### src/rtl/qs_pkg.sv
// qs_pkg
//   Shared parameters, types and small helpers for the quicksort unit.
//   N       : words per bank (power of 2)
//   W       : data word width
//   BANK_N  : number of banks (power of 2, at least 2)
//   n_t     : word count, wide enough to hold N exactly
//   addr_t  : word address inside one bank
//   bank_n_t: bank index
package qs_pkg;

  localparam int N      = 16;
  localparam int W      = 32;
  localparam int BANK_N = 2;

  localparam int ADDR_W = $clog2(N);
  localparam int BANK_W = $clog2(BANK_N);

  typedef logic [ADDR_W:0]   n_t;
  typedef logic [ADDR_W-1:0] addr_t;
  typedef logic [W-1:0]      w_t;
  typedef logic [BANK_W-1:0] bank_n_t;

  // Life cycle of one bank as tracked by the bank controller.
  typedef enum logic [2:0] {
    BANK_IDLE    = 3'd0,
    BANK_LOADING = 3'd1,
    BANK_READY   = 3'd2,
    BANK_SORTING = 3'd3,
    BANK_DONE    = 3'd4
  } bank_status_t;

  // Bit 0 of the encoding doubles as the busy flag.
  typedef enum logic [2:0] {
    ENQ_IDLE = 3'b000,
    ENQ_LOAD = 3'b101
  } enqueue_fsm_t;

  localparam int ENQUEUE_FSM_BUSY_B = 0;

  // One-hot flag vector selecting bank b.
  function automatic logic [BANK_N-1:0] bank_onehot(input bank_n_t b);
    logic [BANK_N-1:0] v;
    v    = '0;
    v[b] = 1'b1;
    return v;
  endfunction

  // Status field of bank b out of the packed 3-bits-per-bank vector.
  function automatic bank_status_t bank_status_of(input logic [3*BANK_N-1:0] v,
                                                  input bank_n_t b);
    return bank_status_t'(v[3*b +: 3]);
  endfunction

endpackage

### src/rtl/qs_enqueue.sv
// qs_enqueue
//   Front-end load engine of the quicksort unit. Picks banks round-robin,
//   waits for the selected bank to be idle, then streams one last-delimited
//   packet into it at consecutive addresses and reports count/overflow.
//   clk, rst                  : clock, asynchronous active-high reset
//   in_vld/in_w/in_last/in_rdy: input word stream (valid/ready)
//   bank_status_i             : bank_status_t per bank, bank b at [3b+2:3b]
//   load_start_o              : one-hot pulse, bank begins loading
//   load_done_o               : one-hot pulse, bank load complete
//   load_n_o, load_err_o      : word count and overflow, valid with done
//   wr_en_o/wr_bank_o/wr_addr_o/wr_data_o : bank memory write port
//   busy_o                    : engine is loading a bank
module qs_enqueue
  import qs_pkg::*;
(
  input  logic                clk,
  input  logic                rst,
  input  logic                in_vld,
  input  w_t                  in_w,
  input  logic                in_last,
  output logic                in_rdy,
  input  logic [3*BANK_N-1:0] bank_status_i,
  output logic [BANK_N-1:0]   load_start_o,
  output logic [BANK_N-1:0]   load_done_o,
  output n_t                  load_n_o,
  output logic                load_err_o,
  output logic                wr_en_o,
  output bank_n_t             wr_bank_o,
  output addr_t               wr_addr_o,
  output w_t                  wr_data_o,
  output logic                busy_o
);

  enqueue_fsm_t      state_q;
  bank_n_t           ptr_q;
  n_t                cnt_q, cnt_d;
  logic              err_q, err_d;
  logic [BANK_N-1:0] loadStart_q;
  logic [BANK_N-1:0] loadDone_q;
  n_t                loadN_q;
  logic              loadErr_q;
  logic              accept;
  logic              full;

  assign in_rdy = (state_q == ENQ_LOAD);
  assign accept = in_vld & in_rdy;
  assign full   = (cnt_q == n_t'(N));

  // Write port is driven straight from the accepted beat so the word lands
  // in the bank in the same cycle. Beats past a full bank are swallowed and
  // only mark the overflow.
  always_comb begin
    cnt_d     = cnt_q;
    err_d     = err_q;
    wr_en_o   = 1'b0;
    wr_bank_o = '0;
    wr_addr_o = '0;
    wr_data_o = '0;
    if (accept) begin
      if (!full) begin
        wr_en_o   = 1'b1;
        wr_bank_o = ptr_q;
        wr_addr_o = cnt_q[ADDR_W-1:0];
        wr_data_o = in_w;
        cnt_d     = cnt_q + n_t'(1);
      end else begin
        err_d = 1'b1;
      end
    end
  end

  // Enqueue FSM with its registered pulses. The start/done pulses and the
  // count/error report default to zero every cycle so each lasts one cycle.
  always_ff @(posedge clk or posedge rst) begin
    if (rst) begin
      state_q     <= ENQ_IDLE;
      ptr_q       <= '0;
      cnt_q       <= '0;
      err_q       <= 1'b0;
      loadStart_q <= '0;
      loadDone_q  <= '0;
      loadN_q     <= '0;
      loadErr_q   <= 1'b0;
    end else begin
      loadStart_q <= '0;
      loadDone_q  <= '0;
      loadN_q     <= '0;
      loadErr_q   <= 1'b0;
      unique case (state_q)
        ENQ_IDLE: begin
          // Strict round-robin: wait on the current bank, never skip ahead.
          if (bank_status_of(bank_status_i, ptr_q) == BANK_IDLE) begin
            loadStart_q <= bank_onehot(ptr_q);
            cnt_q       <= '0;
            err_q       <= 1'b0;
            state_q     <= ENQ_LOAD;
          end
        end
        ENQ_LOAD: begin
          cnt_q <= cnt_d;
          err_q <= err_d;
          if (accept && in_last) begin
            loadDone_q <= bank_onehot(ptr_q);
            loadN_q    <= cnt_d;
            loadErr_q  <= err_d;
            ptr_q      <= ptr_q + bank_n_t'(1);
            state_q    <= ENQ_IDLE;
          end
        end
        default: state_q <= ENQ_IDLE;
      endcase
    end
  end

  assign load_start_o = loadStart_q;
  assign load_done_o  = loadDone_q;
  assign load_n_o     = loadN_q;
  assign load_err_o   = loadErr_q;
  assign busy_o       = state_q[ENQUEUE_FSM_BUSY_B];

endmodule

### config.mk
export PLATFORM = sky130hd
export DESIGN_NAME = qs_enqueue
export DESIGN_NICKNAME = d
export VERILOG_FILES = /design/src/rtl/qs_pkg.sv /design/src/rtl/qs_enqueue.sv
export SDC_FILE = /design/constraint.sdc
export NUM_CORES = 1
export LEC_CHECK = 0
export ABC_AREA = 1
export CAP_MARGIN = 0
export CORE_MARGIN = 2
export CORE_UTILIZATION = 31
export DETAILED_ROUTE_END_ITERATION = 8
export GPL_ROUTABILITY_DRIVEN = 0
export PLACE_DENSITY = 0.8
export SLEW_MARGIN = 20
export SYNTH_ARGS = -nofsm -noshare
export SYNTH_HDL_FRONTEND = slang
export SYNTH_SLANG_ARGS = --single-unit
### constraint.sdc
create_clock -name clk -period 1.8 [get_ports clk]
set_clock_uncertainty 0.2 [all_clocks]
set_input_delay 0.54 -clock clk [delete_from_list [all_inputs] [get_ports clk]]
set_output_delay 0.54 -clock clk [all_outputs]
set_load 0.03 [all_outputs]
==> metrics.yaml, run 1 <==
outcome:
  status: "finished with violations"
  violations: "setup timing"
cts:
  cts-root-buf: "clkbuf_8"
  cts_tree: "built"
  h-tree-depth: 1
  clock_sinks: 18
  clk_pin_slew_ps: 70
  clk_latency_ps: 260
  numCtsBuffers: 3
  cts_buffer_depth: 2
layout:
  nets: 347
  drive_gt1_share_pct: 45.85
  area_delta_synth_final_pct: 138.0
  fillCellCount: 251
  num_antenna_cells: 0
  fin_cells: 349
synthesis:
  ys_warn_count: 0
  synth_cell_type_count: 22
  synth_cells: 171
  synth-seq-area-share_pct: 36.62
  syn_area_um2: 1230
  synth_nets: 216
  syn_area_per_cell_um2: 7.193
  ys_ff_latch: 18
setup_path:
  crit_chain: "inv_2, buf_12, ha_4, nand2_2, inv_2, nand2_4, nand2_8, buf_12, clkinvlp_4, buf_12"
  cpPeakStageDelay_ps: 400
  arrival_ps: 1710
  start_kind: "flop"
  critPathRequiredTime_ps: 1060
  crit_type: "flop to output pin"
  crit_top_cell: "buf_12"
  reg2reg_depth: 16
  slowest_stage: "dfrtp_1"
  worstPathMaxFanout: 8
  worstSetupEndpointType: "output pin"
placed_design:
  io_buffers: 91
  pre_cts_slack_ps: -721.4
  hpwlAfterDp_um: 2981
  dp_cells: 326
route:
  dr.pass1.iters: 4
  vias_per_cell: 4.358
  antenna_left: 0
  wire_per_inst_um: 14.26
  drc: 0
  vias: 1521
  routed_wl_um: 4975
  drtIter0Drc: 52
timing:
  period_share_pct: 136.2
  grt_setup_unrepaired: "true"
  final_max_slew_viol_count: 0
  slew-limit-headroom_pct: 78.10
  timing.final.crit_period_ps: 2451
  worst_pin_slew_ps: 329.8
  layout_setup_ws_ps: -651.5
  hold-worst-slack_ps: 262.7
  finalHoldViolCount: 0
  setup_viol: 39
  fmax_mhz: 407.9
die:
  start_util_pct: 32.85
  core_um2: 3744
  die_h_um: 66.99
  num_rows: 22
  die_w_um: 66.99
  dieArea_um2: 4488
  ioPinCount: 92
grt:
  grt_max_degree: 19
  antenna_found_initial: 0
  grt_overflow_total: 0
  grt_pass1_vias: 1539
  grt_usage_pct: 22.33
  grt_pass1_wl_um: 7465
power:
  power.leakage_nw: 1.478
  ir_drop_mv: 0.9304
  power.density_nw_per_um2: 1159
min_path:
  hold_path.class: "flop to flop"
  hold_depth: 1
job:
  drv_cap: 0
-- critical path, delay by kind of cell (launching register included) --
kind,cells,cell delay (ps)
buffers and inverters,6,680
flip-flops,1,400
AND/OR/NAND/NOR,3,240
adder cells (fa/ha/maj),1,120
-- path summary, 6_finish.rpt --
path | from | end | slack (ps)
setup / recovery | cnt_q[0]$_DFFE_PP0P_ | wr_en_o | -650
hold / removal | ptr_q$_DFFE_PP0P_ | load_done_o[0]$_DFF_PP0_ | 260
setup reg to reg | cnt_q[0]$_DFFE_PP0P_ | cnt_q[0]$_DFFE_PP0P_ | -380
hold reg to reg | ptr_q$_DFFE_PP0P_ | load_done_o[0]$_DFF_PP0_ | 260
max in group asynchronous | rst | state_q[0]$_DFFE_PP0P_ | 790
min in group asynchronous | rst | load_start_o[1]$_DFF_PP0_ | 390
-- synth_stat cells, drive strengths merged --
cell / number / area (um^2)
o211ai: 2 / 15.01
nor2: 50 / 225.2
nand2: 24 / 127.6
a21oi: 2 / 10.01
buf: 5 / 63.81
nand4: 4 / 25.02
nand3: 8 / 40.04
xor2: 1 / 8.760
and2: 1 / 6.260
ha: 3 / 37.54
inv: 48 / 180.2
o21bai: 1 / 7.510
and3: 1 / 6.260
clkinv: 1 / 16.27
o21ai: 2 / 10.01
dfrtp: 18 / 450.4
-- final cells by class --
type                       count  area, um^2  share of cell area (%)
inverter                      49       200.2                   6.838
sequential                    18       451.7                   15.43
tap                           48       60.06                   2.051
clock buffer                   4       55.05                   1.880
timing repair buffer         131        1381                   47.18
multi-input combinational     99       779.5                   26.62
-- report_power, final --
part / total [mW] / internal (mW) / switching, mW
Combinational: 2.51 / 1.21 / 1.30
Clock: 0.331 / 0.195 / 0.137
Sequential: 0.557 / 0.493 / 0.0640
-- state kept, by name (all words and copies together), names as in the netlist --
register      count
load_err_o        1
load_n_o          5
load_done_o       2
cnt_q             5
ptr_q             1
state_q           1
load_start_o      2
err_q             1
-- through the flow --
step	util (%)	total power, mW	TNS, ps	instance area (um^2)
2_1_floorplan	-	1.708	-6908	1450
3_3_place_gp	66.31	2.363	-28810	2482
3_5_place_dp	66.31	2.384	-29430	2482
4_1_cts	75.87	3.148	-16940	2840
5_1_grt	78.21	3.579	-25310	2928
6_report	78.21	3.394	-21620	2928
-- timing repair --
item                                   CTS  global route
setup buffers                           19             4
endpoints found under the hold margin    0             0
setup endpoints to repair               53            41
resized for setup                       64            19
hold buffers                             0             0
pin swaps                                9             4
-- routing by layer --
metal	routed length, um	global-route usage (%)
met1	1851	25.81
met2	2739	40.13
met3	296	5.068
met4	87	7.653
met5	0	0
-- placed cells by master, fill, tap and decap left out, types with 2 or more instances in the layout --
cell and count:
nand2_8 2, nand3_1 8, buf_4 23, nor2_4 34, ha_4 2, buf_12 7, dfrtp_1 17, a21oi_1 2
buf_6 51, nand2_2 3, dlygate4sd2_1 9, inv_2 4, nor2_1 13, inv_1 43, o211ai_1 2, clkbuf_8 4
nand2_1 18, clkdlybuf4s50_1 40, nand4_1 4, nor2_2 3
-- kinds of logic (layout without fill, tap and decap cells) --
family                     count (synthesis)  after routing  synth area share (%)
and+or+nand+nor                           88             88                 34.99
buffers and inverters                     54            184                 21.16
AOI/OAI and AO/OA                          7              7                 3.459
adders and majority gates                  3              3                 3.052
xor gates and xnor gates                   1              1                0.7122
DFF                                       18             18                 36.62
Note: power is estimated with default switching activity, not from simulation.
==> inputs of run 2 (changes only) <==
CORE_ASPECT_RATIO = 0.5   (was unset)
CORE_UTILIZATION = 25   (was 31)
GPL_ROUTABILITY_DRIVEN = unset   (was 0)
PLACE_DENSITY = 0.68   (was 0.8)
==> metrics.yaml, run 2 (synthesized netlist as in run 1, its figures left out) <==
outcome:
  status: "finished with violations"
  violations: "setup timing"
min_path:
  hold_path.class: "flop to flop"
  worstHoldStart: "ptr_q$_DFFE_PP0P_"
  hold_depth: 1
  min_to: "load_done_o[0]$_DFF_PP0_"
die:
  num_rows: 17
  die_w_um: 103.2
  ioPinCount: 92
  dieArea_um2: 5531
  start_util_pct: 27.02
  core_um2: 4552
  die_h_um: 53.60
power:
  clock_power_share_pct: 9.6
  power.density_nw_per_um2: 1067
  internal_power_mw: 1.642
  switching_share_pct: 45.51
  comb_power_share_pct: 72.1
  seqPwrFrac_pct: 18.3
  ir_drop_mv: 0.5763
  total_power_mw: 3.013
  power.leakage_nw: 1.411
  p_sw_mw: 1.371
timing:
  hold-worst-slack_ps: 259.9
  period_share_pct: 129.3
  worst_pin_slew_ps: 321.7
  grt_setup_unrepaired: "true"
  setup_viol: 38
  slew-limit-headroom_pct: 78.64
  finalHoldViolCount: 0
  timing.final.crit_period_ps: 2328
  final_max_slew_viol_count: 0
  layout_setup_ws_ps: -528.1
  fmax_mhz: 429.5
setup_path:
  arrival_ps: 1590
  crit_type: "flop to output pin"
  worstPathMaxFanout: 8
  cpPeakStageDelay_ps: 390
  slowest_stage: "dfrtp_1"
  cp.buffers_inverters: 5
  crit_chain: "inv_2, ha_4, nand2_2, inv_2, nand2_4, nand2_8, buf_12, clkinvlp_4, buf_12"
  critPathRequiredTime_ps: 1060
  r2r_end: "cnt_q[0]$_DFFE_PP0P_"
  worstReg2RegStart: "cnt_q[1]$_DFFE_PP0P_"
  reg2reg_depth: 9
  rrSetupSlack_ps: 50
  worstSetupEndpointType: "output pin"
  start_kind: "flop"
  path_delay_family: "buffers and inverters"
cts:
  clk_latency_ps: 260
  h-tree-depth: 1
  clock_sinks: 18
  numCtsBuffers: 3
  cts_buffer_depth: 2
  clk_pin_slew_ps: 70
  cts_tree: "built"
  cts-root-buf: "clkbuf_8"
layout:
  mostFrequentLayoutCell: "inv_1"
  final_cell_mix: "43 x inv_1, 40 x clkdlybuf4s50_1, 36 x nor2_4, 32 x buf_6, 28 x buf_4"
  nets: 336
  postLayoutCellArea_um2: 2824
  area_delta_synth_final_pct: 129.6
  fin_cells: 356
  num_antenna_cells: 0
  fillCellCount: 383
  drive_gt1_share_pct: 43.10
route:
  antenna_left: 0
  drtIter0Drc: 37
  vias_per_cell: 4.093
  wire_per_inst_um: 11.68
  vias: 1457
  drc: 0
  routed_wl_um: 4158
  dr.pass1.iters: 4
job:
  drv_cap: 0
placed_design:
  place_congestion: 0.7674
  placed_area_um2: 2510
  hpwlAfterDp_um: 3244
  dp_cells: 343
  io_buffers: 91
grt:
  grt_overflow_total: 0
  grt_max_degree: 19
  grt_usage_pct: 15.02
  grt_pass1_wl_um: 6237
  antenna_found_initial: 0
  grt_pass1_vias: 1406
-- run 2: worst max-delay path by stage --
stage | from | cells past startpoint | end
2_1_floorplan | cnt_q[0]$_DFFE_PP0P_ | 8 | wr_en_o
3_3_place_gp | in_vld | 7 | wr_bank_o
3_5_place_dp | in_vld | 7 | wr_en_o
4_1_cts | cnt_q[0]$_DFFE_PP0P_ | 10 | wr_data_o[25]
5_1_grt | cnt_q[0]$_DFFE_PP0P_ | 9 | wr_en_o
6_report | cnt_q[1]$_DFFE_PP0P_ | 9 | wr_en_o
-- run 2: stage by stage --
stage          util (%)  setup TNS, ps  setup WS, ps
2_1_floorplan         -          -6908        -218.6
3_3_place_gp      55.14         -29570        -726.6
3_5_place_dp      55.14         -29740        -726.6
4_1_cts           61.79         -17830        -563.2
5_1_grt           62.04         -20740        -616.2
6_report          62.04         -17460        -528.1
-- run 2: what timing repair did --
| action | CTS | global route |
|---|---|---|
| hold buffers | 0 | 0 |
| setup endpoints to repair | 51 | 41 |
| resized for setup | 62 | 3 |
| setup buffers | 5 | 3 |
| pin swaps | 2 | 6 |
| gates cloned | 2 | 0 |
-- run 2: worst register-to-register path: stages (launching register included) --
cell and delay (ps):
dfrtp_1 390, inv_2 80, ha_4 140, nand2_2 50, inv_2 70, nand2_4 70, buf_4 150, ha_2 260
o211ai_1 150, o21ai_1 90
-- run 2: area by class of cell --
type / instances / area (um^2) / share of cell area [%]
repair buffers: 120 / 1267 / 44.88
multi-input cells: 99 / 777.0 / 27.51
flip-flops and latches: 18 / 451.7 / 15.99
inverters: 49 / 200.2 / 7.089
well taps: 66 / 82.58 / 2.924
clock buffers: 4 / 45.04 / 1.595
-- run 2: power groups by stage --
stage	Clock [mW]	Sequential (mW)	Combinational (mW)
after floorplan	0	0.624	1.08
after global placement	0	0.554	1.80
after detailed placement	0	0.557	1.84
after CTS	0.298	0.551	2.13
after global routing	0.324	0.564	2.32
final	0.289	0.552	2.17
-- run 2: metal layers --
metal / vias to the layer above / routed length [um] / global-route usage [%]
met3: 5 / 228 / 3.247
met1: 688 / 1528 / 15.21
li1: 730 / - / -
met5: - / 0 / 0
met2: 34 / 2365 / 31.71
met4: 0 / 35 / 3.947
==> inputs of run 3 (changes only) <==
PLACE_DENSITY = 0.65   (was 0.68)
clock period = 3 ns   (was 1.8 ns; I/O delays follow)
==> metrics.yaml, run 3 (synthesized netlist as in run 1, its figures left out) <==
outcome:
  status: "finished clean"
timing:
  setup_viol: 0
  layout_setup_ws_ps: 198.5
  fmax_mhz: 357.0
  final_max_slew_viol_count: 0
  slew-limit-headroom_pct: 54.74
  timing.final.crit_period_ps: 2801
  hold-worst-slack_ps: 256.2
  grt_setup_unrepaired: "false"
  worst_pin_slew_ps: 678.1
  period_share_pct: 93.38
  finalHoldViolCount: 0
  setup_tns_ps: 0
layout:
  drive_gt1_share_pct: 24.34
  mostFrequentLayoutCell: "clkdlybuf4s50_1"
  num_antenna_cells: 0
  multi_input_area_um2: 519.2
  final_cell_mix: "52 x clkdlybuf4s50_1, 48 x inv_1, 41 x buf_4, 39 x nor2_1, 20 x nand2_1"
  regArea_um2: 450.4
  fillCellCount: 465
  area_delta_synth_final_pct: 78.64
  nets: 313
  postLayoutCellArea_um2: 2197
die:
  die_w_um: 103.2
  die_h_um: 53.60
  num_rows: 17
  ioPinCount: 92
  dieArea_um2: 5531
  start_util_pct: 27.02
  core_um2: 4552
cts:
  cts_tree: "built"
  clk_latency_ps: 250
  cts_hold_buf: 0
  numCtsBuffers: 3
  clk_pin_slew_ps: 70
  cts-root-buf: "clkbuf_8"
  h-tree-depth: 1
  cts_buffer_depth: 2
  clock_sinks: 18
setup_path:
  start_kind: "input port"
  cpPeakStageDelay_ps: 170
  arrival_ps: 1700
  r2r_end: "cnt_q[0]$_DFFE_PP0P_"
  reg2reg_depth: 8
  crit_chain: "clkbuf_2, nand2_8, clkinv_8, nand2_8, buf_12, nor2_1, buf_4"
  worstSetupEndpointType: "output pin"
  crit_top_cell: "nand2_8"
  slowest_stage: "buf_4"
  path_delay_family: "buffers and inverters"
  crit_type: "input port to output pin"
  cp.buffers_inverters: 4
  worstPathMaxFanout: 26
  rrSetupSlack_ps: 1200
  worstReg2RegStart: "cnt_q[0]$_DFFE_PP0P_"
  critPathRequiredTime_ps: 1900
job:
  drv_cap: 0
power:
  ir_drop_mv: 0.3466
  power.leakage_nw: 1.196
  power.density_nw_per_um2: 648.1
min_path:
  min_to: "load_done_o[0]$_DFF_PP0_"
  hold_path.class: "flop to flop"
  hold_depth: 1
  worstHoldStart: "ptr_q$_DFFE_PP0P_"
placed_design:
  pre_cts_slack_ps: -248.1
  io_buffers: 91
  placed_area_um2: 2147
  place_congestion: 0.8180
  hpwlAfterDp_um: 3080
grt:
  grt_usage_pct: 12.72
  grt_max_degree: 27
  grt_overflow_total: 0
  grt_pass1_vias: 1183
  antenna_found_initial: 0
  grt_pass1_wl_um: 5444
route:
  dr.pass1.iters: 4
  wire_per_inst_um: 10.92
  vias: 1330
  drtIter0Drc: 60
  drc: 0
  antenna_left: 0
  routed_wl_um: 3636
  vias_per_cell: 3.994
==> run 3: worst register-to-register path, stage by stage, from the launching register on <==
cell      delay (ps)
dfrtp_1          420
inv_1            110
ha_1             150
nand2_1           50
inv_1             80
nand2_2          100
ha_1             310
o211ai_1         160
o21ai_0          100
==> run 3: layer usage <==
layer / routed length [um] / track usage, % / vias to the layer above
li1: - / - / 683
met1: 1455 / 16.34 / 602
met2: 1919 / 22.73 / 43
met3: 233 / 2.078 / 2
met4: 27 / 3.289 / 0
met5: 0 / 0 / -
==> run 3: final cells by class <==
| type | instances | area share [%] |
|---|---|---|
| tap | 66 | 3.759 |
| sequential | 18 | 20.50 |
| multi-input combinational | 99 | 23.63 |
| clock buffer | 4 | 2.506 |
| timing repair buffer | 97 | 40.66 |
| inverter | 49 | 8.941 |
==> run 3: repair_timing <==
action,in CTS,in global routing
gates cloned,0,0
setup buffers,0,0
resized for setup,1,2
endpoints found under the setup margin,38,23
==> run 3: how the worst max path moves through the flow <==
stage                                    start       endpoint  cells past startpoint
after floorplan                         in_vld  wr_data_o[22]                      5
after global placement                  in_vld  wr_data_o[20]                      7
after detailed placement                in_vld   wr_data_o[0]                      7
after CTS                               in_vld   wr_data_o[0]                      7
after global routing      cnt_q[0]$_DFFE_PP0P_   wr_data_o[0]                      9
final                                   in_vld   wr_data_o[0]                      7
==> run 3: report_power, final <==
part | switching (mW) | internal [mW]
clock network | 0.0826 | 0.117
logic | 0.528 | 0.350
registers | 0.0523 | 0.294
==> run 3: stage by stage <==
stage | total power, mW | util (%) | instances
after floorplan | 0.9130 | - | 171
after global placement | 1.227 | 47.17 | 329
after detailed placement | 1.236 | 47.17 | 329
after CTS | 1.438 | 48.35 | 333
after global routing | 1.527 | 48.27 | 333
final | 1.424 | 48.27 | 333
